===== config.mk =====
export PLATFORM = sky130hd
export DESIGN_NAME = bram_index_reader
export DESIGN_NICKNAME = d
export VERILOG_FILES = /design/src/rtl/bram_index_reader.sv
export SDC_FILE = /design/constraint.sdc
export NUM_CORES = 1
export LEC_CHECK = 0
export ABC_AREA = 1
export CAP_MARGIN = 15
export CORE_MARGIN = 2
export CORE_UTILIZATION = 50
export CTS_BUF_LIST = sky130_fd_sc_hd__clkbuf_16
export DETAILED_ROUTE_END_ITERATION = 8
export GPL_TIMING_DRIVEN = 1
export PLACE_DENSITY = 0.72
export SYNTH_ARGS = -nofsm -noshare
export SYNTH_HDL_FRONTEND = slang
export SYNTH_SLANG_ARGS = --single-unit

===== constraint.sdc =====
create_clock -name clk -period 6.3 [get_ports clk]
set_clock_uncertainty 0.15 [all_clocks]
set_input_delay 0.945 -clock clk [delete_from_list [all_inputs] [get_ports clk]]
set_output_delay 0.945 -clock clk [all_outputs]
set_load 0.02 [all_outputs]

===== src/rtl/bram_index_reader.sv =====
// bram_index_reader
// Buffers bin indices from the address generator (no backpressure), clamps
// out-of-range or overflowed indices, reads a synchronous BRAM with fixed
// latency and returns the words on a valid/ready stream in order.
//
// Ports:
//   clk, reset                 clock, asynchronous active-high reset
//   index_in/_valid_in         bin index stream (always accepted or dropped)
//   index_overflow_in          converter overflow flag, qualified by valid
//   bram_en_out/_addr_out      BRAM read port (driven from registers only)
//   bram_rdata_in              BRAM data, READ_LATENCY cycles after enable
//   data_out/_clamped_out      result word and its clamp flag
//   data_valid_out/_ready_in   result handshake
//   drop_error_out             sticky: index arrived while index FIFO full
//
// Build option: define BRAM_INDEX_READER_SIGNED_EN to treat index_in as two's
// complement (negative indices clamp to address 0).
module bram_index_reader #(
  parameter int unsigned DATA_WIDTH     = 16,
  parameter int unsigned ADDR_WIDTH     = 10,
  parameter int unsigned MEM_DEPTH      = 1024,
  parameter int unsigned READ_LATENCY   = 1,
  parameter int unsigned IDX_FIFO_DEPTH = 8
) (
  input  logic                  clk,
  input  logic                  reset,
  input  logic [DATA_WIDTH-1:0] index_in,
  input  logic                  index_valid_in,
  input  logic                  index_overflow_in,
  output logic                  bram_en_out,
  output logic [ADDR_WIDTH-1:0] bram_addr_out,
  input  logic [DATA_WIDTH-1:0] bram_rdata_in,
  output logic [DATA_WIDTH-1:0] data_out,
  output logic                  data_clamped_out,
  output logic                  data_valid_out,
  input  logic                  data_ready_in,
  output logic                  drop_error_out
);

  localparam int unsigned RESULT_DEPTH = READ_LATENCY + 2;
  localparam int unsigned IF_PTR_W     = $clog2(IDX_FIFO_DEPTH);
  localparam int unsigned IF_CNT_W     = IF_PTR_W + 1;
  localparam int unsigned RB_PTR_W     = $clog2(RESULT_DEPTH);
  localparam int unsigned RB_CNT_W     = $clog2(RESULT_DEPTH + 1);
  localparam int unsigned ENTRY_W      = ADDR_WIDTH + 1;

  localparam logic [ADDR_WIDTH-1:0] ADDR_MAX    = ADDR_WIDTH'(MEM_DEPTH - 1);
  localparam logic [DATA_WIDTH:0]   DEPTH_LIMIT = (DATA_WIDTH + 1)'(MEM_DEPTH);

  // Clamp incoming index to a legal BRAM address
  logic [ADDR_WIDTH-1:0] clamp_addr;
  logic                  clamp_flag;

  always_comb begin
    clamp_addr = index_in[ADDR_WIDTH-1:0];
    clamp_flag = 1'b0;
`ifdef BRAM_INDEX_READER_SIGNED_EN
    if (index_overflow_in) begin
      clamp_addr = ADDR_MAX;
      clamp_flag = 1'b1;
    end else if (index_in[DATA_WIDTH-1]) begin
      clamp_addr = '0;
      clamp_flag = 1'b1;
    end else if ({1'b0, index_in} >= DEPTH_LIMIT) begin
      clamp_addr = ADDR_MAX;
      clamp_flag = 1'b1;
    end
`else
    if (index_overflow_in || ({1'b0, index_in} >= DEPTH_LIMIT)) begin
      clamp_addr = ADDR_MAX;
      clamp_flag = 1'b1;
    end
`endif
  end

  // Index FIFO: {clamp flag, address}
  logic [ENTRY_W-1:0]  if_mem [IDX_FIFO_DEPTH];
  logic [IF_PTR_W-1:0] if_wr_ptr, if_rd_ptr;
  logic [IF_CNT_W-1:0] if_count;
  logic [RB_CNT_W-1:0] credit;
  logic                if_empty, if_full, issue_c, if_push, pop_c;

  assign if_empty = (if_count == '0);
  assign if_full  = (if_count == IF_CNT_W'(IDX_FIFO_DEPTH));
  assign issue_c  = !if_empty && (credit < RB_CNT_W'(RESULT_DEPTH));
  // A full FIFO still accepts a write in the cycle it pops
  assign if_push  = index_valid_in && (!if_full || issue_c);
  assign pop_c    = data_valid_out && data_ready_in;

  always_ff @(posedge clk) begin
    if (if_push) if_mem[if_wr_ptr] <= {clamp_flag, clamp_addr};
  end

  always_ff @(posedge clk or posedge reset) begin
    if (reset) begin
      if_wr_ptr      <= '0;
      if_rd_ptr      <= '0;
      if_count       <= '0;
      drop_error_out <= 1'b0;
    end else begin
      if (if_push) if_wr_ptr <= if_wr_ptr + IF_PTR_W'(1);
      if (issue_c) if_rd_ptr <= if_rd_ptr + IF_PTR_W'(1);
      case ({if_push, issue_c})
        2'b10:   if_count <= if_count + IF_CNT_W'(1);
        2'b01:   if_count <= if_count - IF_CNT_W'(1);
        default: if_count <= if_count;
      endcase
      if (index_valid_in && if_full && !issue_c) drop_error_out <= 1'b1;
    end
  end

  // Credits cover in-flight reads plus result-buffer occupancy
  always_ff @(posedge clk or posedge reset) begin
    if (reset) begin
      credit <= '0;
    end else begin
      case ({issue_c, pop_c})
        2'b10:   credit <= credit + RB_CNT_W'(1);
        2'b01:   credit <= credit - RB_CNT_W'(1);
        default: credit <= credit;
      endcase
    end
  end

  assign bram_en_out   = issue_c;
  assign bram_addr_out = issue_c ? if_mem[if_rd_ptr][ADDR_WIDTH-1:0] : '0;

  // Tag returning BRAM data with valid and clamp flag
  logic [READ_LATENCY-1:0] rv_sr, rf_sr;

  always_ff @(posedge clk or posedge reset) begin
    if (reset) begin
      rv_sr <= '0;
      rf_sr <= '0;
    end else begin
      rv_sr[0] <= issue_c;
      rf_sr[0] <= if_mem[if_rd_ptr][ADDR_WIDTH];
      for (int i = 1; i < int'(READ_LATENCY); i++) begin
        rv_sr[i] <= rv_sr[i-1];
        rf_sr[i] <= rf_sr[i-1];
      end
    end
  end

  // Result buffer; never overflows because issue is credit-limited
  logic [DATA_WIDTH-1:0] rb_data [RESULT_DEPTH];
  logic                  rb_flag [RESULT_DEPTH];
  logic [RB_PTR_W-1:0]   rb_wr_ptr, rb_rd_ptr;
  logic [RB_CNT_W-1:0]   rb_count;
  logic                  rb_push;

  assign rb_push = rv_sr[READ_LATENCY-1];

  function automatic logic [RB_PTR_W-1:0] rb_next(input logic [RB_PTR_W-1:0] p);
    return (p == RB_PTR_W'(RESULT_DEPTH - 1)) ? '0 : p + RB_PTR_W'(1);
  endfunction

  always_ff @(posedge clk) begin
    if (rb_push) begin
      rb_data[rb_wr_ptr] <= bram_rdata_in;
      rb_flag[rb_wr_ptr] <= rf_sr[READ_LATENCY-1];
    end
  end

  always_ff @(posedge clk or posedge reset) begin
    if (reset) begin
      rb_wr_ptr <= '0;
      rb_rd_ptr <= '0;
      rb_count  <= '0;
    end else begin
      if (rb_push) rb_wr_ptr <= rb_next(rb_wr_ptr);
      if (pop_c)   rb_rd_ptr <= rb_next(rb_rd_ptr);
      case ({rb_push, pop_c})
        2'b10:   rb_count <= rb_count + RB_CNT_W'(1);
        2'b01:   rb_count <= rb_count - RB_CNT_W'(1);
        default: rb_count <= rb_count;
      endcase
    end
  end

  assign data_valid_out   = (rb_count != '0);
  assign data_out         = data_valid_out ? rb_data[rb_rd_ptr] : '0;
  assign data_clamped_out = data_valid_out ? rb_flag[rb_rd_ptr] : 1'b0;

endmodule


==> run summary <==
outcome: completed
Synth Instances: 554
CTS clock-pin slew for the worst setup and hold paths: 0.06 ns
Starting Density: 51.8%
Highest Clock Rate: 241 MHz
total grt overflow: 0
vias per cell: 5.41
first-pass GRT wire length: 21600 um
post-CTS setup buffers: 0
Final setup viols: 0
Synth async-reset ratio: 13.1%
TritonCTS clock tree: yes
most numerous cell in the Yosys netlist: edfxtp_1
simple-gate share of the synthesized area: 15.1%
num rows: 41
IO buf count: 66
# H-tree levels: 4
arrival time at the worst endpoint: 3.05 ns
Max FO, Critical Path: 24
Critical Path Start Type: flop
Power Density: 525 mW/mm^2
required time of the critical path: 5.20 ns
Netlist cell types: 34
RSZ-0062 raised after global routing: false
CTS Buffer Depth: 2
Ys Warns: 0
Synth area leader: edfxtp_1
antenna-violating nets left: 0
Worst Hold Margin: 0.324 ns
Tcrit/Tclk final: 65.8%
antenna violations before repair: 0
Main synth FF type: edfxtp_1
Max Cap Viol: 0
HPWL after detailed placement: 8040 um
net count after synthesis: 596
post-synthesis xor/xnor area fraction: 1.06%
fin crit period: 4.15 ns
# diodes: 0
DR vias: 4389
Synth top cells by count: edfxtp_1, nand2_1, nor2_1
number of synthesized register bits: 160
post-synthesis mux area share: 0%
drt first pass iters: 5
top cells by area, synth: edfxtp_1, dfrtp_1, nand2_1, nor2_1, o21ai_0
Pleak: 2.98 nW
layout cells sized above 1: 10.6%
post-DR wirelength/cell: 16.8 um
Fin Setup TNS: 0 ns
DR DRC count: 0
complex-gate fraction of the synthesized area: 7.29%
vias in the first global route: 4338
EDFF count, synth: 139
die area: 0.0141 mm^2
Post-Synth Adder-Cell Area: 0.949%
CP endpoint kind: primary output
number of nets in the layout: 668
Seq/Total Area, Yosys: 71.3%
final hold violation count: 0
core area: 0.0127 mm^2
worst vdd ir: 0.000291 V
largest family of logic cells by synthesized area: simple AND/OR/NAND/NOR gates
Root Driver: clkbuf_16
Slew headroom: 22.4%
clock sink count: 160
Die X: 119 um
Top Ports: 67
Crit Path Class: reg -> out
Post-CTS Hold Fix Bufs: 0
1st-iter DRT viols: 338
Die H: 119 um
GPL Wtd Cong: 0.815
Cell Area, Synth: 0.00659 mm^2
total power: 0.00421 W
worst min-delay path category: reg -> reg
cts repair resizes: 0
largest net degree at the start of global routing: 47
Slew @ Worst Pin: 1.16 ns
syn avg cell area: 11.9 um^2
total track usage: 20.0%
post-synth top area share: 63.3%
max-slew violations: 0
Post-Route WL: 13600 um
TritonCTS Buffers: 17
worst skew pair latency: 0.42 ns
Layout area overhead: 21.7%
## path summary, 6_finish.rpt
kind                       slack [ns]  depth (start not counted)          from               end
max                              2.15                          6  if_rd_ptr[1]  bram_addr_out[5]
min reg2reg                      0.32                          0         rf_sr        rb_flag[2]
min in group asynchronous        0.85                          2         reset         credit[1]
max in group asynchronous        4.64                          2         reset      rb_wr_ptr[0]
min                              0.32                          0         rf_sr        rb_flag[2]
max reg2reg                      3.82                          6     credit[0]      if_mem[2][0]
## report_power, final
part	leakage, nW	total [W]	switching, W	internal [W]
combinational	1.21	0.00164	0.00101	0.000634
sequential	1.49	0.00158	0.000165	0.00141
clock	0.281	0.000990	0.000378	0.000611
## worst max-delay path, cell delays in order (launching register included)
cell,delay [ns]
dfrtp_1,0.66
inv_1,0.69
o21ai_0,0.23
o22ai_1,0.16
nor2_1,0.06
nor2_1,0.18
clkdlybuf4s50_1,0.64
## registers in the layout (all words and copies together), names as in the netlist, 2 cells and up
signal,count
if_rd_ptr,3
rb_flag,3
rb_wr_ptr,2
credit,2
if_mem,88
rb_rd_ptr,2
rb_count,2
rb_data,48
if_count,4
if_wr_ptr,3
## logic make-up (layout without fill, tap and decap cells)
kind of cell	after synthesis	after routing
xor+xnor	8	8
simple gates	229	229
compound gates	88	88
flops	160	160
buf+inv	64	149
fa+ha+maj	5	5
## layout make-up
type / instances / area (um^2)
Inverter: 40 / 154
Fill cell: 1009 / 4700
Clock inverter: 15 / 151
Tap cell: 172 / 215
Clock buffer: 17 / 425
Sequential cell: 160 / 4700
Multi-Input combinational cell: 330 / 1620
Timing Repair Buffer: 77 / 754
## cell usage in the layout, fill, tap and decap left out, types with 4 or more instances in the layout
cell type	netlist	final
clkbuf_16	0	17
ha_1	5	5
xnor2_1	4	4
buf_4	3	8
edfxtp_1	139	139
clkinv_1	1	6
nand2_1	83	83
nor2_1	79	79
inv_1	34	35
xor2_1	4	4
nand2_2	6	6
o22ai_1	20	20
nand3_1	40	40
clkdlybuf4s50_1	0	66
dfrtp_1	21	21
clkinv_2	1	4
or2_2	10	10
o21ai_0	56	56
## per-stage QoR
step	std cells	utilization (%)	cell area (um^2)	setup slack, ns
3_3_place_gp	775	58.2	7400	2.70
3_5_place_dp	775	58.2	7400	2.68
5_1_grt	811	63.1	8020	1.94
6_report	811	63.1	8020	2.15
4_1_cts	807	62.7	7980	2.19
2_1_floorplan	554	-	6590	3.91
## metal layers
metal	wire length (um)	vias to the layer above	global-route usage, %
li1	-	2076	-
met1	5670	2100	24.8
met2	6720	192	32.9
met3	963	21	5.41
met4	227	0	9.15
met5	0	-	0
(Power assumes the default switching activity.)
